File: config.mk
export PLATFORM = sky130hd
export DESIGN_NAME = uart_tx_feed
export DESIGN_NICKNAME = d
export VERILOG_FILES = /design/src/rtl/uart_tx_feed.sv
export SDC_FILE = /design/constraint.sdc
export NUM_CORES = 1
export LEC_CHECK = 0
export ABC_AREA = 0
export ABC_CLOCK_PERIOD_IN_PS = 3500
export CAP_MARGIN = 0
export CORE_ASPECT_RATIO = 0.8
export CORE_MARGIN = 3
export CORE_UTILIZATION = 53
export CTS_BUF_LIST = sky130_fd_sc_hd__clkbuf_4 sky130_fd_sc_hd__clkbuf_8 sky130_fd_sc_hd__clkbuf_16
export DETAILED_ROUTE_END_ITERATION = 7
export MAX_ROUTING_LAYER = met4
export PLACE_DENSITY = 0.72
export SLEW_MARGIN = 20
export SYNTH_ARGS = -nofsm -noshare
export SYNTH_HDL_FRONTEND = slang
export SYNTH_SLANG_ARGS = --single-unit
File: constraint.sdc
create_clock -name clk -period 3.5 [get_ports clk]
set_clock_uncertainty 0.2 [all_clocks]
set_input_delay 0.35 -clock clk [delete_from_list [all_inputs] [get_ports clk]]
set_output_delay 0.35 -clock clk [all_outputs]
set_load 0.005 [all_outputs]
File: src/rtl/uart_tx_feed.sv
// Byte FIFO feeding an 8-bit UART transmitter: 8N1 by default, 8E1 when
// UART_TX_FEED_PARITY_EN is defined.
module uart_tx_feed #(
   parameter int CLK_FREQ   = 50000000,
   parameter int BAUD       = 115200,
   parameter int FIFO_DEPTH = 4
) (
   input  logic       clk,
   input  logic       rst,
   input  logic       in_valid,
   input  logic [7:0] in_data,
   output logic       in_ready,
   output logic       uart_tx_pin,
   output logic       busy
);

   localparam int DIV = CLK_FREQ / BAUD;
   localparam int CW  = (DIV > 1) ? $clog2(DIV) : 1;
   localparam int AW  = (FIFO_DEPTH > 1) ? $clog2(FIFO_DEPTH) : 1;
   localparam logic [CW-1:0] CNT_LAST = CW'(DIV - 1);

   typedef enum logic [2:0] {
      IDLE,
      START,
      DATA,
`ifdef UART_TX_FEED_PARITY_EN
      PARITY,
`endif
      STOP
   } state_t;

   state_t        state_reg, state_next;
   logic [CW-1:0] cnt_reg, cnt_next;
   logic [2:0]    idx_reg, idx_next;
   logic [7:0]    shift_reg, shift_next;
   logic          tx_reg, tx_next;
`ifdef UART_TX_FEED_PARITY_EN
   logic          parity_reg, parity_next;
`endif

   // FIFO: pointers carry one extra wrap bit so full and empty are distinct
   logic [7:0]    mem [FIFO_DEPTH];
   logic [AW:0]   wr_ptr_reg, rd_ptr_reg;
   logic          full, empty, push, pop;
   logic [7:0]    head;
   logic          bit_done;

   assign full     = (wr_ptr_reg[AW] != rd_ptr_reg[AW]) &&
                     (wr_ptr_reg[AW-1:0] == rd_ptr_reg[AW-1:0]);
   assign empty    = (wr_ptr_reg == rd_ptr_reg);
   assign push     = in_valid && !full;
   // Head is read combinationally so IDLE can pop and start on the same edge
   assign head     = mem[rd_ptr_reg[AW-1:0]];
   assign bit_done = (cnt_reg == CNT_LAST);

   assign in_ready    = !full;
   assign uart_tx_pin = tx_reg;
   assign busy        = (state_reg != IDLE) || !empty;

   always_ff @(posedge clk) begin
      if (push && !rst) begin
         mem[wr_ptr_reg[AW-1:0]] <= in_data;
      end
   end

   always_ff @(posedge clk) begin
      if (rst) begin
         wr_ptr_reg <= '0;
         rd_ptr_reg <= '0;
      end else begin
         if (push) wr_ptr_reg <= wr_ptr_reg + 1'b1;
         if (pop)  rd_ptr_reg <= rd_ptr_reg + 1'b1;
      end
   end

   always_ff @(posedge clk) begin
      if (rst) begin
         state_reg  <= IDLE;
         cnt_reg    <= '0;
         idx_reg    <= '0;
         shift_reg  <= '0;
         tx_reg     <= 1'b1;
`ifdef UART_TX_FEED_PARITY_EN
         parity_reg <= 1'b0;
`endif
      end else begin
         state_reg  <= state_next;
         cnt_reg    <= cnt_next;
         idx_reg    <= idx_next;
         shift_reg  <= shift_next;
         tx_reg     <= tx_next;
`ifdef UART_TX_FEED_PARITY_EN
         parity_reg <= parity_next;
`endif
      end
   end

   always_comb begin
      state_next  = state_reg;
      idx_next    = idx_reg;
      shift_next  = shift_reg;
      tx_next     = tx_reg;
      pop         = 1'b0;
`ifdef UART_TX_FEED_PARITY_EN
      parity_next = parity_reg;
`endif
      // Every state change coincides with bit_done, so the counter restarts at 0
      cnt_next    = bit_done ? '0 : cnt_reg + 1'b1;

      case (state_reg)
         IDLE: begin
            cnt_next = '0;
            tx_next  = 1'b1;
            if (!empty) begin
               pop        = 1'b1;
               shift_next = head;
               idx_next   = '0;
               tx_next    = 1'b0;
               state_next = START;
`ifdef UART_TX_FEED_PARITY_EN
               parity_next = ^head;
`endif
            end
         end
         START: begin
            if (bit_done) begin
               state_next = DATA;
               tx_next    = shift_reg[0];
            end
         end
         DATA: begin
            if (bit_done) begin
               if (idx_reg == 3'd7) begin
`ifdef UART_TX_FEED_PARITY_EN
                  state_next = PARITY;
                  tx_next    = parity_reg;
`else
                  state_next = STOP;
                  tx_next    = 1'b1;
`endif
               end else begin
                  idx_next   = idx_reg + 3'd1;
                  shift_next = {1'b0, shift_reg[7:1]};
                  tx_next    = shift_reg[1];
               end
            end
         end
`ifdef UART_TX_FEED_PARITY_EN
         PARITY: begin
            if (bit_done) begin
               state_next = STOP;
               tx_next    = 1'b1;
            end
         end
`endif
         STOP: begin
            if (bit_done) begin
               state_next = IDLE;
               tx_next    = 1'b1;
            end
         end
         default: begin
            state_next = IDLE;
            cnt_next   = '0;
            tx_next    = 1'b1;
         end
      endcase
   end

endmodule

==> results.tsv <==
metric	value	unit
track_usage	19.35	%
cts_tree	built	
die_h	70.55	um
clock-root-buffer	clkbuf_8	
cap_violations	0	
synth_top_cell_area_share	34.81	%
synth_nets	230	
ys_types	41	
slew_viol_final	0	
core.rowCount	22	
grt_max_degree	15	
grt_pass1_vias	1760	
path_max_fanout	5	
vias	1714	
yosys_warnings	0	
gr-total-overflow	0	
final_antenna_net_count	0	
syn2layout_area_growth	13.42	%
holdPathStages	1	
finalPower	2177	uW
cp-end-kind	primary output	
p_per_area	695.3	nW/um^2
postSynthAreaPerCell	13.46	sq um
largest_reg_flops	32	
path_clk_slew	70	ps
die_x	86.69	um
clk_latency	330	ps
setup_viol	0	
hp-class	flip-flop to flip-flop	
ir_worst_vdd	0.4575	mV
diodes	0	
port_buffers	13	
antenna_found_initial	0	
synth_area	2760	sq um
static-leakage-power	0.001115	uW
grt_setup_unrepaired	no	
hold_viol_final	0	
start_kind	flip-flop	
slew_headroom	52.96	%
worstPathArrival	1890	ps
first_iter_violations	97	
worstMarginPinSlew	705.6	ps
criticalPathCategory	flip-flop to primary output	
seq_area	1582	sq um
multi_input_area	1126	sq um
synth_ff_type	edfxtp_1	
postCtsSetupRepairBufs	0	
final_common_cell	edfxtp_1	
io_pins	14	
core_area	4790	sq um
numCtsBuffers	9	
worstRegToRegCells	6	
status	completed	
layout_common_cells	32 x edfxtp_1, 31 x dfxtp_1, 21 x nor2_1	
die-area	6115	sq um
crit_required	2950	ps
seq_area_frac_synth	57.30	%
grt_pass1_wl	8583	um
drive_gt1_share	13.10	%
fin_crit_sh	69.74	%
syn_inst	205	
synth_edf_count	32	
synth_area_leaders	edfxtp_1 35%, dfxtp_1 22%, mux4_2 6.5%	
via_per_inst	5.931	
max_freq	409.7	MHz
clock_sinks	63	
dp_hpwl	3712	um
cts_hold_buffers	0	
fin_crit	2441	ps
fin_setup_tns	0	ps
routed_wl	5024	um
n_fill_cell	357	
cts_max_level	3	
drc	0	
rrSetupSlack	1130	ps
globalplace.congestion	0.7984	
initial_utilization	57.63	%
cts_resized	0	
nets	249	
async_flop_share	0	%
ys_ff_latch	63	
synth_area_leader_cell	edfxtp_1	
wl_per_cell	17.38	um
drt_pre_antenna_iters	4	
clock_path_buffers	2	
final timing paths:
kind	startpoint	endpoint
hold reg to reg	cnt_reg[0]	cnt_reg[0]
setup reg to reg	state_reg[0]	shift_reg[7]
setup / recovery	rd_ptr_reg[2]	busy
hold / removal	cnt_reg[0]	cnt_reg[0]
power breakdown:
part	leakage [uW]	switching, uW	total [uW]	internal, uW
logic	0.000479	330	621	291
registers	0.000544	92.2	962	870
clock network	0.0000924	271	593	322
total	0.00111	694	2180	1480
cell usage after synthesis (3+ instances only):
master    instances
nand2_1           6
xor2_1            9
buf_2             3
o31ai_1           4
nor2_1           21
a21oi_1           3
and2_1            5
edfxtp_1         32
mux4_2            8
inv_1             6
mux2i_1          10
dfxtp_1          31
nand3_1           3
nor4_1            6
xnor2_1           8
a31o_1            6
ha_1             14
routing by layer:
metal  GRT usage [%]  part of all wire, %  up-vias
li1                -                    -      809
met1           25.63                   46      855
met2           27.08                   47       43
met3           6.403                  5.2        7
met4           8.651                  1.4        0
met5               -                    0        -
worst max-delay path, cell delays in order, from the launching register on:
cell,delay (ps)
dfxtp_1,350
xnor2_1,450
nand4_1,260
clkdlybuf4s50_1,500
per-stage QoR:
stage                     setup WS [ps]  hold WS, ps  util (%)  std cells  area, sq um
after floorplan                    1671        229.4         -        205         2760
after global placement             1246        239.5     61.44        273         2943
after detailed placement           1155        257.1     61.44        273         2943
after CTS                          1028        273.4     65.36        289         3131
after global routing              854.2        308.8     65.36        289         3131
final                              1059        265.9     65.36        289         3131
final cells by class:
type,instances,area share (%)
Tap cell,60,2.398
Multi-Input combinational cell,130,35.97
Timing Repair Buffer,14,4.396
Sequential cell,63,50.52
Clock inverter,7,2.038
Clock buffer,9,3.957
Inverter,6,0.7194
cells by family after synthesis:
family	count (synthesis)	share of synthesized area (%)
buf+inv	12	1.904
flops	63	57.30
mux	19	10.56
fa+ha+maj	14	6.346
xor+xnor	17	5.395
compound gates	26	7.707
simple gates	54	10.79
Power figures use the tool's default switching activity.
